<file path="src/rtl/serial_alu_ctrl_if.sv">
// serial_alu_ctrl_if: operand/opcode request and registered result/flags of the serial ALU
interface serial_alu_ctrl_if #(parameter int WIDTH = 8);
    logic             start;
    logic [1:0]       op;
    logic [WIDTH-1:0] a;
    logic [WIDTH-1:0] b;
    logic             busy;
    logic             done;
    logic [WIDTH-1:0] result;
    logic             c_out;
    logic             ovf;
    logic             zero;
    modport master(output start, op, a, b, input busy, done, result, c_out, ovf, zero);
    modport slave(input start, op, a, b, output busy, done, result, c_out, ovf, zero);
endinterface

</file>
<file path="src/rtl/serial_alu_ctrl.sv">
// serial_alu_ctrl: bit-serial ADD/SUB/AND/XOR sequencer time-sharing one FA cell, LSB first
module FA (
    output logic c_out,
    output logic sum,
    input  logic a,
    input  logic b,
    input  logic c_in
);
    assign sum   = a ^ b ^ c_in;
    assign c_out = (a & b) | (c_in & (a ^ b));
endmodule

module serial_alu_ctrl #(
    parameter int WIDTH = 8
) (
    input  logic                clk,
    input  logic                rst,
    serial_alu_ctrl_if.slave    bus
);
    typedef enum logic [1:0] {IDLE, RUN, DONE} state_e;
    localparam int CW = WIDTH > 1 ? $clog2(WIDTH) : 1;

    state_e           state_q, state_d;
    logic [WIDTH-1:0] a_sh_q, a_sh_d, b_sh_q, b_sh_d, res_sh_q, res_sh_d, result_q, result_d;
    logic [1:0]       op_q, op_d;
    logic [CW-1:0]    cnt_q, cnt_d;
    logic             carry_q, carry_d, c_out_q, c_out_d, ovf_q, ovf_d, zero_q, zero_d;
    logic             arith, sub, fa_sum, fa_cout, bit_v, last, load;

    assign arith = ~op_q[1];
    assign sub   = op_q == 2'b01;
    assign last  = cnt_q == CW'(WIDTH - 1);
    assign load  = bus.start && state_q != RUN;

    // SUB is a + ~b + 1: invert b here, the +1 comes from the preset carry
    FA u_fa (.c_out(fa_cout), .sum(fa_sum), .a(a_sh_q[0]), .b(b_sh_q[0] ^ sub), .c_in(carry_q));

    assign bit_v = arith ? fa_sum : op_q[0] ? a_sh_q[0] ^ b_sh_q[0] : a_sh_q[0] & b_sh_q[0];

    always_comb begin
        state_d  = state_q;
        a_sh_d   = a_sh_q;
        b_sh_d   = b_sh_q;
        res_sh_d = res_sh_q;
        op_d     = op_q;
        cnt_d    = cnt_q;
        carry_d  = carry_q;
        result_d = result_q;
        c_out_d  = c_out_q;
        ovf_d    = ovf_q;
        zero_d   = zero_q;
        if (state_q == RUN) begin
            a_sh_d   = a_sh_q >> 1;
            b_sh_d   = b_sh_q >> 1;
            res_sh_d = (res_sh_q >> 1) | (WIDTH'(bit_v) << (WIDTH - 1));
            carry_d  = arith & fa_cout;
            cnt_d    = cnt_q + CW'(1);
            if (last) begin
                state_d  = DONE;
                result_d = res_sh_d;
                c_out_d  = arith & fa_cout;
                ovf_d    = arith & (carry_q ^ fa_cout);
                zero_d   = res_sh_d == '0;
            end
        end else begin
            state_d = load ? RUN : IDLE;
            if (load) begin
                a_sh_d   = bus.a;
                b_sh_d   = bus.b;
                op_d     = bus.op;
                res_sh_d = '0;
                carry_d  = bus.op == 2'b01;
                cnt_d    = '0;
            end
        end
    end

    always_ff @(posedge clk) begin
        if (rst) begin
            state_q  <= IDLE;
            a_sh_q   <= '0;
            b_sh_q   <= '0;
            res_sh_q <= '0;
            op_q     <= '0;
            cnt_q    <= '0;
            carry_q  <= 1'b0;
            result_q <= '0;
            c_out_q  <= 1'b0;
            ovf_q    <= 1'b0;
            zero_q   <= 1'b0;
        end else begin
            state_q  <= state_d;
            a_sh_q   <= a_sh_d;
            b_sh_q   <= b_sh_d;
            res_sh_q <= res_sh_d;
            op_q     <= op_d;
            cnt_q    <= cnt_d;
            carry_q  <= carry_d;
            result_q <= result_d;
            c_out_q  <= c_out_d;
            ovf_q    <= ovf_d;
            zero_q   <= zero_d;
        end
    end

    assign bus.busy   = state_q == RUN;
    assign bus.done   = state_q == DONE;
    assign bus.result = result_q;
    assign bus.c_out  = c_out_q;
    assign bus.ovf    = ovf_q;
    assign bus.zero   = zero_q;
endmodule

</file>
<file path="src/flat_wrapper.sv">
// flat-port wrapper written by rule: the top's interface ports become plain ports
module serial_alu_ctrl_flat 
#(
    parameter int WIDTH = 8
)
  (clk, rst, bus_start, bus_op, bus_a, bus_b, bus_busy, bus_done, bus_result, bus_c_out, bus_ovf, bus_zero);
  serial_alu_ctrl_if #(.WIDTH(WIDTH)) bus_i ();
  input  logic clk;
  input  logic rst;
  input wire logic [$bits(bus_i.start)-1:0] bus_start;
  input wire logic [$bits(bus_i.op)-1:0] bus_op;
  input wire logic [$bits(bus_i.a)-1:0] bus_a;
  input wire logic [$bits(bus_i.b)-1:0] bus_b;
  output wire logic [$bits(bus_i.busy)-1:0] bus_busy;
  output wire logic [$bits(bus_i.done)-1:0] bus_done;
  output wire logic [$bits(bus_i.result)-1:0] bus_result;
  output wire logic [$bits(bus_i.c_out)-1:0] bus_c_out;
  output wire logic [$bits(bus_i.ovf)-1:0] bus_ovf;
  output wire logic [$bits(bus_i.zero)-1:0] bus_zero;
  assign bus_i.start = bus_start;
  assign bus_i.op = bus_op;
  assign bus_i.a = bus_a;
  assign bus_i.b = bus_b;
  assign bus_busy = bus_i.busy;
  assign bus_done = bus_i.done;
  assign bus_result = bus_i.result;
  assign bus_c_out = bus_i.c_out;
  assign bus_ovf = bus_i.ovf;
  assign bus_zero = bus_i.zero;
  serial_alu_ctrl #(.WIDTH(WIDTH)) u_core (.clk(clk), .rst(rst), .bus(bus_i));
endmodule
</file>
<file path="config.mk">
export PLATFORM = sky130hd
export DESIGN_NAME = serial_alu_ctrl_flat
export DESIGN_NICKNAME = d
export VERILOG_FILES = /design/src/rtl/serial_alu_ctrl_if.sv /design/src/rtl/serial_alu_ctrl.sv /design/src/flat_wrapper.sv
export SDC_FILE = /design/constraint.sdc
export NUM_CORES = 1
export LEC_CHECK = 0
export ABC_AREA = 1
export CORE_ASPECT_RATIO = 0.8
export CORE_UTILIZATION = 30
export DETAILED_ROUTE_END_ITERATION = 12
export HOLD_SLACK_MARGIN = 0.15
export RECOVER_POWER = 50
export SYNTH_ARGS = -nofsm -noshare
export SYNTH_HDL_FRONTEND = slang
export SYNTH_HIERARCHICAL = 1
export SYNTH_SLANG_ARGS = --single-unit
</file>
<file path="constraint.sdc">
create_clock -name clk -period 2 [get_ports clk]
set_clock_uncertainty 0.2 [all_clocks]
set_input_delay 0.5 -clock clk [delete_from_list [all_inputs] [get_ports clk]]
set_output_delay 0.5 -clock clk [all_outputs]
set_load 0.01 [all_outputs]
</file>
==> results.py <==
metrics = {
    "clock_network": {
        "cts_tree": "yes",
        "cts_buffers": 5,
        "cts_root_buf": "clkbuf_8",
        "clockBufferDepth": 2,
        "clkLatencyLatePin_ns": 0.30,
        "clk_pin_slew_worst_paths_ns": 0.08,
        "h-tree-depth": 2,
        "clock-sinks": 42,
    },
    "timing": {
        "maxSlewHeadroom_pct": 67.4,
        "finalSetupViolCount": 0,
        "tightest_slew_ns": 0.488,
        "layout_min_cycle_time_ns": 1.89,
        "hold-worst-slack_ns": 0.247,
        "hold_viol_final": 0,
        "grt_setup_unrepaired": "no",
        "fin_crit_sh_pct": 94.7,
        "slew_violations": 0,
        "achievable-frequency_mhz": 528,
        "totalNegativeSetupSlack_ns": 0,
    },
    "routing": {
        "drt-met1-wl_um": 2040,
        "vias_per_cell": 4.44,
        "post-route-drc-count": 0,
        "ant_nets": 0,
        "routed.top_layer": "met4",
        "wl_met3_um": 146,
        "totalWireLength_um": 4030,
        "drtPass1Iterations": 4,
        "wl_met2_um": 1750,
        "dr.first_iter.drc_count": 87,
        "wl_per_cell_um": 10.8,
        "vias": 1662,
    },
    "worst_setup_path": {
        "critPathBufInv": 1,
        "crit_fanout": 2,
        "crit_slowest_cell": "clkdlybuf4s50_1",
        "critPathCapture": "bus_c_out",
        "crit_start": "u_core/bus.c_out",
        "crit_arrival_ns": 1.19,
        "crit_type": "register to output pin",
        "rrSetupSlack_ns": 0.14,
        "crit_chain": "clkdlybuf4s50_1",
        "r2r_cells": 7,
        "rr_endpoint": "u_core/bus.result[7]",
        "startpoint_type": "register",
        "critPathCaptureType": "output pin",
        "crit_required_ns": 1.30,
        "crit_family": "buffers and inverters",
        "path_depth": 1,
        "slowest_delay_ns": 0.54,
        "timing.rr.start": "u_core/op_q[1]",
    },
    "synthesis": {
        "synth_nets": 282,
        "yosys.area_share.simple_pct": 34.0,
        "ys_ff_latch": 42,
        "synth.avg_cell_area_um2": 7.35,
        "yosysWarnings": 6,
        "yosysSeqAreaShare_pct": 44.5,
        "netlist.area_leader.share_pct": 44.5,
        "post-synth-top-area-cell": "dfxtp_1",
        "synth_xor_area_share_pct": 0.464,
        "synth_area_leaders": "dfxtp_1, nand2_1, nand3_1",
        "synth_compound_area_share_pct": 6.89,
        "syn_inst": 257,
        "muxShareOfSynthArea_pct": 0,
        "synth_cell_types": 21,
        "synth_top_family_by_area": "simple AND/OR/NAND/NOR gates",
        "syn_area_mm2": 0.00189,
        "synth_adder_area_share_pct": 3.05,
    },
    "hold_path": {
        "whs_path_depth": 2,
        "hp-class": "register to register",
    },
    "pwr": {
        "p_per_area_mw_per_mm2": 704,
        "ir_drop_mv": 0.251,
        "p_leak_nw": 1.07,
    },
    "grt": {
        "grt_pass1_wl_um": 6720,
        "overflow": 0,
        "grt_max_degree": 29,
        "grt_pass1_vias": 1535,
        "track_usage_pct": 13.1,
        "antenna_found_initial": 0,
    },
    "placed_design": {
        "place_congestion": 0.706,
        "io_buffers": 33,
        "hpwlAfterDp_um": 2830,
    },
    "layout": {
        "drive_gt1_share_pct": 9.22,
        "synthToLayoutAreaGrowth_pct": 24.5,
        "num_antenna_cells": 0,
        "layout.nets": 317,
    },
    "die": {
        "core.rowCount": 25,
        "boundaryPins": 34,
        "start_util_pct": 31.5,
        "fp.coreArea_mm2": 0.00601,
        "fp.dieH_um": 73.0,
        "die_w_um": 90.7,
        "dieArea_mm2": 0.00662,
    },
    "run_status": {
        "status": "finished, final reports clean",
    },
    "flow_run": {
        "maxCapViolCount": 0,
    },
}
## Yosys cell counts (all sizes together)
cell type and number:
nand2 84, nand3 47, dfxtp 42, inv 25
nor2 17, a21oi 15, buf 12, o21ai 8
ha 3, clkbuf 1, fa 1, or2 1
xnor2 1
## final cells by class
cell class              instances  area, µm²
multi-input cells             177        838
well taps                      81        101
flip-flops and latches         42        842
inverters                      25       93.8
clock buffers                   7       86.3
repair buffers                 41        385
fillers                       650       3650
clock inverters                 1       5.00
## cell families after synthesis
family / after synthesis
AO/OA/AOI/OAI: 23
XOR/XNOR: 1
adder cells (fa/ha/maj): 4
buffers and inverters: 38
flip-flops: 42
AND/OR/NAND/NOR: 149
## power by group
part           switching [W]  internal [W]
clock network       0.000288      0.000279
logic               0.000111     0.0000929
registers          0.0000191      0.000865
total               0.000418       0.00124
## registers in the layout (all words and copies together), names as in the netlist
| name | cells |
|---|---|
| u_core/bus.c_out | 1 |
| u_core/res_sh_q | 7 |
| u_core/b_sh_q | 8 |
| u_core/a_sh_q | 8 |
| u_core/bus.zero | 1 |
| u_core/cnt_q | 3 |
| u_core/bus.ovf | 1 |
| u_core/state_q | 2 |
| u_core/op_q | 2 |
| u_core/carry_q | 1 |
| u_core/bus.result | 8 |
## worst min path at each step
| stage | slack, ns | endpoint | from |
|---|---|---|---|
| global route | 0.27 | u_core/bus.result[0] | u_core/bus.result[0] |
| global placement | 0.23 | u_core/bus.result[0] | u_core/bus.result[0] |
| finish | 0.25 | u_core/bus.result[5] | u_core/bus.result[5] |
| detailed placement | 0.24 | u_core/bus.result[2] | u_core/bus.result[2] |
| floorplan | 0.24 | u_core/bus.result[0] | u_core/res_sh_q[1] |
| CTS | 0.25 | u_core/bus.result[2] | u_core/bus.result[2] |
## per-stage QoR
step           power [W]  setup slack, ns  util [%]  cell area, µm²  instances
2_1_floorplan    0.00105            0.205         -            1890        257
3_3_place_gp     0.00111           0.0513      37.9            2280        366
3_5_place_dp     0.00111           0.0389      37.9            2280        366
4_1_cts          0.00168           0.0885      39.4            2370        374
5_1_grt          0.00174           0.0200      39.2            2350        374
6_report         0.00165            0.106      39.2            2350        374
## metal layers
layer,vias up,track usage (%)
met5,-,0
met2,33,21.5
li1,884,-
met1,737,15.5
met3,8,3.44
met4,0,7.89
## layout by cell type (no fill, tap or decap), drive strengths merged
master | Yosys | layout
ha | 3 | 3
clkinv | 0 | 1
a21oi | 15 | 15
fa | 1 | 1
xnor2 | 1 | 1
nor2 | 17 | 17
clkdlybuf4s50 | 0 | 30
nand3 | 47 | 47
nand2 | 84 | 84
inv | 25 | 25
dlygate4sd3 | 0 | 1
dfxtp | 42 | 42
or2 | 1 | 1
o21ai | 8 | 8
dlygate4sd2 | 0 | 2
buf | 12 | 7
clkbuf | 1 | 8
## timing repair
action / CTS / global route
setup buffers: 0 / 0
gates resized for setup: 2 / 3
setup endpoints to repair: 2 / 2
cloned: 0 / 0
pin swaps: 0 / 0
hold buffers: 0 / 0
Power figures use the tool's default switching activity.
